File: config.mk
export PLATFORM = sky130hd
export DESIGN_NAME = dm_store_rmw_flat
export DESIGN_NICKNAME = d
export VERILOG_FILES = /design/src/rtl/dm_store_rmw_pkg.sv /design/src/rtl/dm_store_rmw_if.sv /design/src/rtl/dm_store_rmw_lane_merge.sv /design/src/rtl/dm_store_rmw.sv /design/src/flat_wrapper.sv
export SDC_FILE = /design/constraint.sdc
export NUM_CORES = 1
export LEC_CHECK = 0
export ABC_AREA = 1
export CAP_MARGIN = 10
export CORE_ASPECT_RATIO = 0.7
export CORE_UTILIZATION = 48
export CTS_CLUSTER_SIZE = 30
export DETAILED_ROUTE_END_ITERATION = 16
export GPL_ROUTABILITY_DRIVEN = 0
export MAX_ROUTING_LAYER = met4
export PLACE_DENSITY_LB_ADDON = 0.08
export SLEW_MARGIN = 20
export SYNTH_ARGS = -nofsm -noshare
export SYNTH_HDL_FRONTEND = slang
export SYNTH_SLANG_ARGS = --single-unit
export TNS_END_PERCENT = 10
File: constraint.sdc
create_clock -name clk -period 4.5 [get_ports clk]
set_clock_uncertainty 0.05 [all_clocks]
set_input_delay 0.45 -clock clk [delete_from_list [all_inputs] [get_ports clk]]
set_output_delay 0.45 -clock clk [all_outputs]
set_load 0.05 [all_outputs]
File: src/rtl/dm_store_rmw_pkg.sv
// Shared types and helpers for the store-side data-memory port.
package dm_store_rmw_pkg;

  localparam int unsigned DATA_W = 32;
  localparam int unsigned HALF_W = 16;
  localparam int unsigned BYTE_W = 8;

  // Store width encoding as issued by the MEM stage.
  typedef enum logic [1:0] {
    ST_WORD    = 2'b00,
    ST_HALF    = 2'b01,
    ST_BYTE    = 2'b10,
    ST_ILLEGAL = 2'b11
  } st_type_e;

  typedef enum logic [2:0] {
    S_IDLE  = 3'd0,
    S_READ  = 3'd1,
    S_MERGE = 3'd2,
    S_WRITE = 3'd3,
    S_ERR   = 3'd4
  } state_e;

  // Rejects misaligned word/half stores and the unused type encoding.
  function automatic logic is_bad_store(st_type_e t, logic [1:0] off);
    logic bad;
    bad = 1'b0;
    case (t)
      ST_WORD: bad = (off != 2'b00);
      ST_HALF: bad = off[0];
      ST_BYTE: bad = 1'b0;
      default: bad = 1'b1;
    endcase
    return bad;
  endfunction

endpackage

File: src/rtl/dm_store_rmw_if.sv
// Store request channel between MEM-stage issue (master) and the store port (slave).
//   req_valid/req_ready : handshake, accept = valid & ready
//   req_type/addr/wdata : request payload, held stable by the master until accepted
//   done/err            : completion pulse, err marks a rejected request
interface dm_store_rmw_if;
  import dm_store_rmw_pkg::*;

  logic              req_valid;
  logic              req_ready;
  logic [1:0]        req_type;
  logic [DATA_W-1:0] req_addr;
  logic [DATA_W-1:0] req_wdata;
  logic              done;
  logic              err;

  modport master (
    output req_valid, req_type, req_addr, req_wdata,
    input  req_ready, done, err
  );

  modport slave (
    input  req_valid, req_type, req_addr, req_wdata,
    output req_ready, done, err
  );

endinterface

File: src/rtl/dm_store_rmw_lane_merge.sv
// Combinational lane merge: drops store data into its byte/half lane of the old word.
//   old_word : word read back from the DM array
//   wdata    : store data low half (sb uses [7:0], sh uses [15:0])
//   st_type  : store width
//   byte_off : byte address bits [1:0], little-endian lanes
//   merged   : old word with the target lane replaced
module store_lane_merge
  import dm_store_rmw_pkg::*;
(
  input  logic [DATA_W-1:0] old_word,
  input  logic [HALF_W-1:0] wdata,
  input  st_type_e          st_type,
  input  logic [1:0]        byte_off,
  output logic [DATA_W-1:0] merged
);

  always_comb begin
    merged = old_word;
    case (st_type)
      ST_BYTE: begin
        case (byte_off)
          2'd0:    merged[7:0]   = wdata[BYTE_W-1:0];
          2'd1:    merged[15:8]  = wdata[BYTE_W-1:0];
          2'd2:    merged[23:16] = wdata[BYTE_W-1:0];
          default: merged[31:24] = wdata[BYTE_W-1:0];
        endcase
      end
      ST_HALF: begin
        if (byte_off[1]) merged[31:16] = wdata;
        else             merged[15:0]  = wdata;
      end
      default: merged = old_word;
    endcase
  end

endmodule

File: src/rtl/dm_store_rmw.sv
// Store-side data-memory port: sw writes directly, sh/sb read-modify-write
// against a word-only DM with 1-cycle read latency, bad stores are rejected.
//   clk, reset : rising-edge clock, asynchronous active-low reset
//   req        : store request channel (slave side)
//   mem_addr   : DM word address
//   mem_rd_en  : DM read strobe, data on mem_rdata one cycle later
//   mem_rdata  : DM read data
//   mem_wr_en  : DM full-word write strobe
//   mem_wdata  : DM write data
module dm_store_rmw
  import dm_store_rmw_pkg::*;
#(
  parameter int unsigned ADDR_W = 10
) (
  input  logic                clk,
  input  logic                reset,
  dm_store_rmw_if.slave       req,
  output logic [ADDR_W-1:0]   mem_addr,
  output logic                mem_rd_en,
  input  logic [DATA_W-1:0]   mem_rdata,
  output logic                mem_wr_en,
  output logic [DATA_W-1:0]   mem_wdata
);

  state_e              state;
  st_type_e            type_q;
  logic [1:0]          off_q;
  logic [ADDR_W-1:0]   addr_q;
  logic [HALF_W-1:0]   wdata_lo_q;
  logic [DATA_W-1:0]   merged_q;
  logic                ready_q;
  logic                done_q;
  logic                err_q;
  logic                rd_en_q;
  logic                wr_en_q;

  logic                accept;
  st_type_e            req_type_e;
  logic [DATA_W-1:0]   merge_word;

  // Address bits above the DM array are intentionally ignored.
  logic unused_addr_hi;
  assign unused_addr_hi = ^req.req_addr[DATA_W-1:ADDR_W+2];

  assign req_type_e = st_type_e'(req.req_type);
  assign accept     = req.req_valid & ready_q;

  store_lane_merge u_merge (
    .old_word (mem_rdata),
    .wdata    (wdata_lo_q),
    .st_type  (type_q),
    .byte_off (off_q),
    .merged   (merge_word)
  );

  // FSM with registered strobes: each output flop is loaded for the state being entered.
  always_ff @(posedge clk or negedge reset) begin
    if (!reset) begin
      state      <= S_IDLE;
      type_q     <= ST_WORD;
      off_q      <= 2'b00;
      addr_q     <= '0;
      wdata_lo_q <= '0;
      merged_q   <= '0;
      ready_q    <= 1'b0;
      done_q     <= 1'b0;
      err_q      <= 1'b0;
      rd_en_q    <= 1'b0;
      wr_en_q    <= 1'b0;
    end else begin
      ready_q <= 1'b0;
      done_q  <= 1'b0;
      err_q   <= 1'b0;
      rd_en_q <= 1'b0;
      wr_en_q <= 1'b0;
      unique case (state)
        S_IDLE: begin
          if (accept) begin
            addr_q     <= req.req_addr[ADDR_W+1:2];
            off_q      <= req.req_addr[1:0];
            type_q     <= req_type_e;
            wdata_lo_q <= req.req_wdata[HALF_W-1:0];
            if (is_bad_store(req_type_e, req.req_addr[1:0])) begin
              state  <= S_ERR;
              done_q <= 1'b1;
              err_q  <= 1'b1;
            end else if (req_type_e == ST_WORD) begin
              state    <= S_WRITE;
              merged_q <= req.req_wdata;
              wr_en_q  <= 1'b1;
              done_q   <= 1'b1;
            end else begin
              state   <= S_READ;
              rd_en_q <= 1'b1;
            end
          end else begin
            ready_q <= 1'b1;
          end
        end
        S_READ: begin
          state <= S_MERGE;
        end
        // mem_rdata carries the word fetched in READ during this cycle.
        S_MERGE: begin
          state    <= S_WRITE;
          merged_q <= merge_word;
          wr_en_q  <= 1'b1;
          done_q   <= 1'b1;
        end
        S_WRITE, S_ERR: begin
          state   <= S_IDLE;
          ready_q <= 1'b1;
        end
        default: begin
          state   <= S_IDLE;
          ready_q <= 1'b1;
        end
      endcase
    end
  end

  assign req.req_ready = ready_q;
  assign req.done      = done_q;
  assign req.err       = err_q;
  assign mem_addr      = addr_q;
  assign mem_rd_en     = rd_en_q;
  assign mem_wr_en     = wr_en_q;
  assign mem_wdata     = merged_q;

endmodule

File: src/flat_wrapper.sv
// flat-port wrapper written by rule: the top's interface ports become plain ports
module dm_store_rmw_flat import dm_store_rmw_pkg::*;
#(
  parameter int unsigned ADDR_W = 10
)
  (clk, reset, mem_addr, mem_rd_en, mem_rdata, mem_wr_en, mem_wdata, req_req_valid, req_req_type, req_req_addr, req_req_wdata, req_req_ready, req_done, req_err);
  dm_store_rmw_if req_i ();
  input  logic clk;
  input  logic reset;
  output logic [ADDR_W-1:0] mem_addr;
  output logic mem_rd_en;
  input  logic [DATA_W-1:0] mem_rdata;
  output logic mem_wr_en;
  output logic [DATA_W-1:0] mem_wdata;
  input wire logic [$bits(req_i.req_valid)-1:0] req_req_valid;
  input wire logic [$bits(req_i.req_type)-1:0] req_req_type;
  input wire logic [$bits(req_i.req_addr)-1:0] req_req_addr;
  input wire logic [$bits(req_i.req_wdata)-1:0] req_req_wdata;
  output wire logic [$bits(req_i.req_ready)-1:0] req_req_ready;
  output wire logic [$bits(req_i.done)-1:0] req_done;
  output wire logic [$bits(req_i.err)-1:0] req_err;
  assign req_i.req_valid = req_req_valid;
  assign req_i.req_type = req_req_type;
  assign req_i.req_addr = req_req_addr;
  assign req_i.req_wdata = req_req_wdata;
  assign req_req_ready = req_i.req_ready;
  assign req_done = req_i.done;
  assign req_err = req_i.err;
  dm_store_rmw #(.ADDR_W(ADDR_W)) u_core (.clk(clk), .reset(reset), .req(req_i), .mem_addr(mem_addr), .mem_rd_en(mem_rd_en), .mem_rdata(mem_rdata), .mem_wr_en(mem_wr_en), .mem_wdata(mem_wdata));
endmodule
Word level (Yosys, flattened, before mapping). Index checks and enable logic that the tools add are counted.

Bits in registers: 70.

Equality and inequality tests: 11. Multiplexer cells: 34. Bitwise logic cells: 1. Reductions and logical operators: 9.

Operator list (count): $pmux W32 S2 (2); $mux W32 (3); $mux W16 (2); $mux W8 (4); $mux W1 (15); $pmux W3 S3 (1); $eq A2 B1 Y1 const B (3); $eq A2 B2 Y1 const B (3); $mux W3 (2); $pmux W1 S2 (3); $logic_not A2 Y1 (2); $ne A2 B1 Y1 const B (2); $reduce_and A4 Y1 (1); $reduce_bool A2 Y1 (2); $eq A3 B1 Y1 const B (1); $eq A3 B2 Y1 const B (1); $logic_not A3 Y1 (1); $pmux W1 S3 (1); $reduce_or A3 Y1 (1); $mux W2 (1); $ne A2 B2 Y1 const B (1); $reduce_and A2 Y1 (1); $reduce_or A2 Y1 (1); $and A1 B1 Y1 (1).

Depth between registers and ports, before layout.
Word-level depth: 7. Gate-level depth with buffers: 10.

Hierarchy. A second synthesis with hierarchy kept.

Cells, all modules: 624. Area total of the unflattened synthesis: 4115.2 sq um.

By module, submodules not included: dm_store_rmw (instances 1, cells an instance 413, area each 3258.1 sq um); store_lane_merge (instances 1, cells an instance 211, area each 857.1 sq um).

Worst setup path after synthesis. Ideal clock, no wire load.

Kind: register -> register. Start point: reg u_core.ready_q (netlist: u_core.req.req_ready). End point: reg u_core.merged_q[10] (netlist: u_core.mem_wdata[10]). Setup time: 0.118 ns. Data arrival time: 1.453 ns. Slack: 2.879 ns. Stages on the path, launching flop included: 10. Buffers on the path: 2. Clock period less this slack: 1.621 ns. Cell sequence: dfrtp_1 nand2_1 nand2_1 nand2_1 inv_2 nand2_1 buf_6 buf_2 nand2_1 nand2_1.

Word-level cells in the longest chain between the ends: 3.

Ends and longest elaborated chain: from (decl) (line dm_store_rmw.sv:31) `logic ready_q;`; from (signal assigned) (line dm_store_rmw.sv:65) `ready_q <= 1'b0;`; from (signal assigned) (line dm_store_rmw.sv:71) `ready_q <= 1'b0;`; from (signal assigned) (line dm_store_rmw.sv:97) `ready_q <= 1'b1;`; $and A1 B1 Y1 (line dm_store_rmw.sv:46) `assign accept = req.req_valid & ready_q;`; $ne A2 B1 Y1 (no source line); $reduce_and A4 Y1 (no source line); to (signal assigned) (line dm_store_rmw.sv:89) `merged_q <= req.req_wdata;`; to (signal assigned) (line dm_store_rmw.sv:106) `merged_q <= merge_word;`; to (decl) (line dm_store_rmw.sv:30) `logic [DATA_W-1:0] merged_q;`.

Every way passes these cells. A chain may end at the register's enable or synchronous reset.

Worst setup path in the final report.
Start point: reg u_core.type_q[1]. End point: reg u_core.merged_q[29] (netlist: u_core.mem_wdata[29]).

Word-level cells in the longest chain between the ends: 3.

Ends and longest elaborated chain: from (decl) (line dm_store_rmw.sv:26) `st_type_e type_q;`; from (signal assigned) (line dm_store_rmw.sv:81) `type_q <= req_type_e;`; $eq A2 B1 Y1 or $eq A2 B2 Y1 (tied branches) (line dm_store_rmw_lane_merge.sv:19) `case (st_type)`; $pmux W32 S2 * (line dm_store_rmw_lane_merge.sv:19); $pmux W32 S2 * (line dm_store_rmw.sv:76) `unique case (state)`.

Mark *: on every way between the ends. The rest lies on a longest branch, timed or not.

==> qor.csv <==
metric,value,unit
status,completed,
crit_type,flip-flop to flip-flop,
die_h,76.49,microns
grt_pass1_vias,3707,
final_layout_size_suffix_gt1_frac,0.04160,
setup_viol,0,
slew_violations,0,
n_fill_cell,629,
tns,0,ns
yosysSeqAreaShare,0.4604,
maxCapViolCount,0,
cts_inserted_buffers,9,
min_period_over_period,0.4982,
cts_root_buffer,clkbuf_16,
antennaDiodeCount,0,
syn_nets,660,
r2r_slack,2.26,ns
placed_area,5037,sq um
yosysWarnings,0,
layout.cells.non_filler,771,
yosysUniqueCellTypes,24,
avgRoutedWirePerCell,13.57,microns
finalHoldViolations,0,
tightest_slew,1.043,ns
vdd_drop_max,0.0004120,V
core,7482,sq um
start_util,0.5085,
hp-class,primary input to async pin,
hpwl,7.151,mm
overflow,0,
dp.cells,756,
clkTransAtPathRegs,0.05,ns
grt_usage,0.2757,
start_kind,flip-flop,
synth.area.top_cells,"dfrtp_1 46%, nand2_1 27%, nor2_1 7.4%, nand3_1 5.7%, o21ai_0 2.8%",
synth_top_area_cell,dfrtp_1,
crit_path_max_fanout,17,
worstPathRequired,4.71,ns
cts_resized,0,
clk_path_buf_depth,2,
num_vias,3871,
finalWirelength,10.46,mm
fmax,446.1,MHz
r2r_cells,7,
fp.dieW,108.4,microns
path_cells,ha_1 -> clkinv_1 -> nand3_2 -> nand2_1 -> nand3_1 -> nand2_1 -> nand2_1,
htreeDepth,3,
slew_headroom,0.3048,
r2r-end,u_core.mem_wdata[29],
first_pass_iters,5,
cpMaxStageDelayCell,ha_1,
cpMostUsedCell,nand2_1,
avgSynthCellArea,6.831,sq um
synth_cells,557,
critPathMaxStageDelay,0.56,ns
postCtsHoldBufs,0,
via_per_inst,5.021,
setup.worst_path.start,u_core.type_q[1],
synth_top_area_frac,0.4604,
power.leakage,2.573,nW
rsz0062_at_grt,false,
worstSkewPairLatency,0.33,ns
cp_data_arrival_time,2.46,ns
grt_pass1_wl,17.42,mm
ant_nets,0,
drt_iter0_drc,310,
dieArea,8293,sq um
p_per_area,771.8,nW/um^2
row_count,26,
design_area,5333,sq um
io_pins,148,
cts_sinks,70,
cts_setup_buffers,0,
io_buffers,127,
worstReg2RegStart,u_core.type_q[1],
period_minus_slack,2.242,ns
drc,0,
finish.net_count,772,
end_kind,flip-flop,
antenna_found_initial,0,
synth-seq-cells,70,
synth.cell_area,3805,sq um
grt_max_degree,71,
cts_tree,built,
area_growth,40.15,%
flip-flops by register name (all words and copies together) (netlist names):
register and cells:
u_core.req.err 1, u_core.req.done 1, u_core.req.req_ready 1, u_core.wdata_lo_q 16, u_core.mem_rd_en 1, u_core.state 3
u_core.type_q 2, u_core.mem_addr 10, u_core.off_q 2, u_core.mem_wdata 32, u_core.mem_wr_en 1
report_power, final:
part / leakage (nW) / switching (mW) / internal, mW / total [mW]
logic: 1.55 / 1.62 / 0.693 / 2.31
registers: 0.884 / 0.200 / 0.912 / 1.11
clock network: 0.141 / 0.254 / 0.439 / 0.693
per-stage QoR:
| stage | total power [mW] | hold WS, ns | utilization | setup WS [ns] |
|---|---|---|---|---|
| after global routing | 4.403 | 0.2674 | 0.7127 | 2.058 |
| after floorplan | 2.734 | 0.1044 | - | 2.879 |
| final | 4.116 | 0.1823 | 0.7127 | 2.258 |
| after detailed placement | 3.395 | 0.4116 | 0.6732 | 1.957 |
| after CTS | 4.121 | 0.2230 | 0.7120 | 2.246 |
| after global placement | 3.357 | 0.4045 | 0.6732 | 2.005 |
worst max-delay path, delay by kind of cell, from the launching register on:
kind | cells | cell delay [ns]
flops | 1 | 0.39
simple gates | 5 | 0.67
fa+ha+maj | 1 | 0.56
buf+inv | 1 | 0.50
synthesized netlist by cell type:
master	instances
a21o_1	1
buf_4	6
nor2_2	2
a21oi_1	3
buf_2	15
nor2_4	1
nand2_1	270
a31oi_1	1
inv_2	5
nand4_1	9
dfrtp_1	70
or2_2	1
ha_1	2
clkinv_1	1
buf_6	3
nand3_1	43
inv_1	21
nand3_2	1
clkbuf_1	2
o21ai_1	2
o21ai_0	21
nor2_1	75
o21ai_2	1
nand2_2	1
routing by layer:
metal	share of wire	vias up	GRT usage	wire length [microns]
li1	-	1947	-	-
met1	0.47	1749	0.3917	4955
met2	0.44	152	0.3905	4573
met3	0.066	23	0.06672	686
met4	0.023	0	0.07703	244
met5	0	-	-	0
worst max path at each step:
stage,cells past startpoint,slack [ns],endpoint
2_1_floorplan,9,2.88,u_core.mem_wdata[10]
3_3_place_gp,8,2.00,u_core.mem_wdata[8]
3_5_place_dp,8,1.96,u_core.mem_wdata[21]
4_1_cts,8,2.25,u_core.mem_wdata[4]
5_1_grt,8,2.06,u_core.mem_wdata[29]
6_report,7,2.26,u_core.mem_wdata[29]
kinds of logic (layout without fill, tap and decap cells):
| group | after synthesis | after routing | share of synthesized area |
|---|---|---|---|
| AND/OR/NAND/NOR | 403 | 403 | 0.4239 |
| flip-flops | 70 | 70 | 0.4604 |
| buffers and inverters | 53 | 169 | 0.06906 |
| AO/OA/AOI/OAI | 29 | 29 | 0.04012 |
| adder cells (fa/ha/maj) | 2 | 2 | 0.006576 |
placed cells by master (no fill, tap or decap), types with 2 or more instances in the layout:
cell type / instances
nand4_1: 9
o21ai_1: 2
inv_1: 21
o21ai_0: 21
nor2_2: 2
nand3_1: 43
clkbuf_16: 9
a21oi_1: 3
ha_1: 2
clkdlybuf4s50_1: 126
nor2_1: 75
clkinv_2: 2
nand2_1: 269
inv_2: 5
dfrtp_1: 70
area by class of cell:
| class | count | area, sq um | area share |
|---|---|---|---|
| Tap cell | 98 | 122.6 | 0.02299 |
| Inverter | 27 | 101.3 | 0.01901 |
| Sequential cell | 70 | 1752 | 0.3285 |
| Clock inverter | 4 | 47.55 | 0.008916 |
| Timing Repair Buffer | 127 | 1269 | 0.2379 |
| Multi-Input combinational cell | 434 | 1798 | 0.3372 |
| Clock buffer | 11 | 242.7 | 0.04552 |
Power figures use the tool's default switching activity.
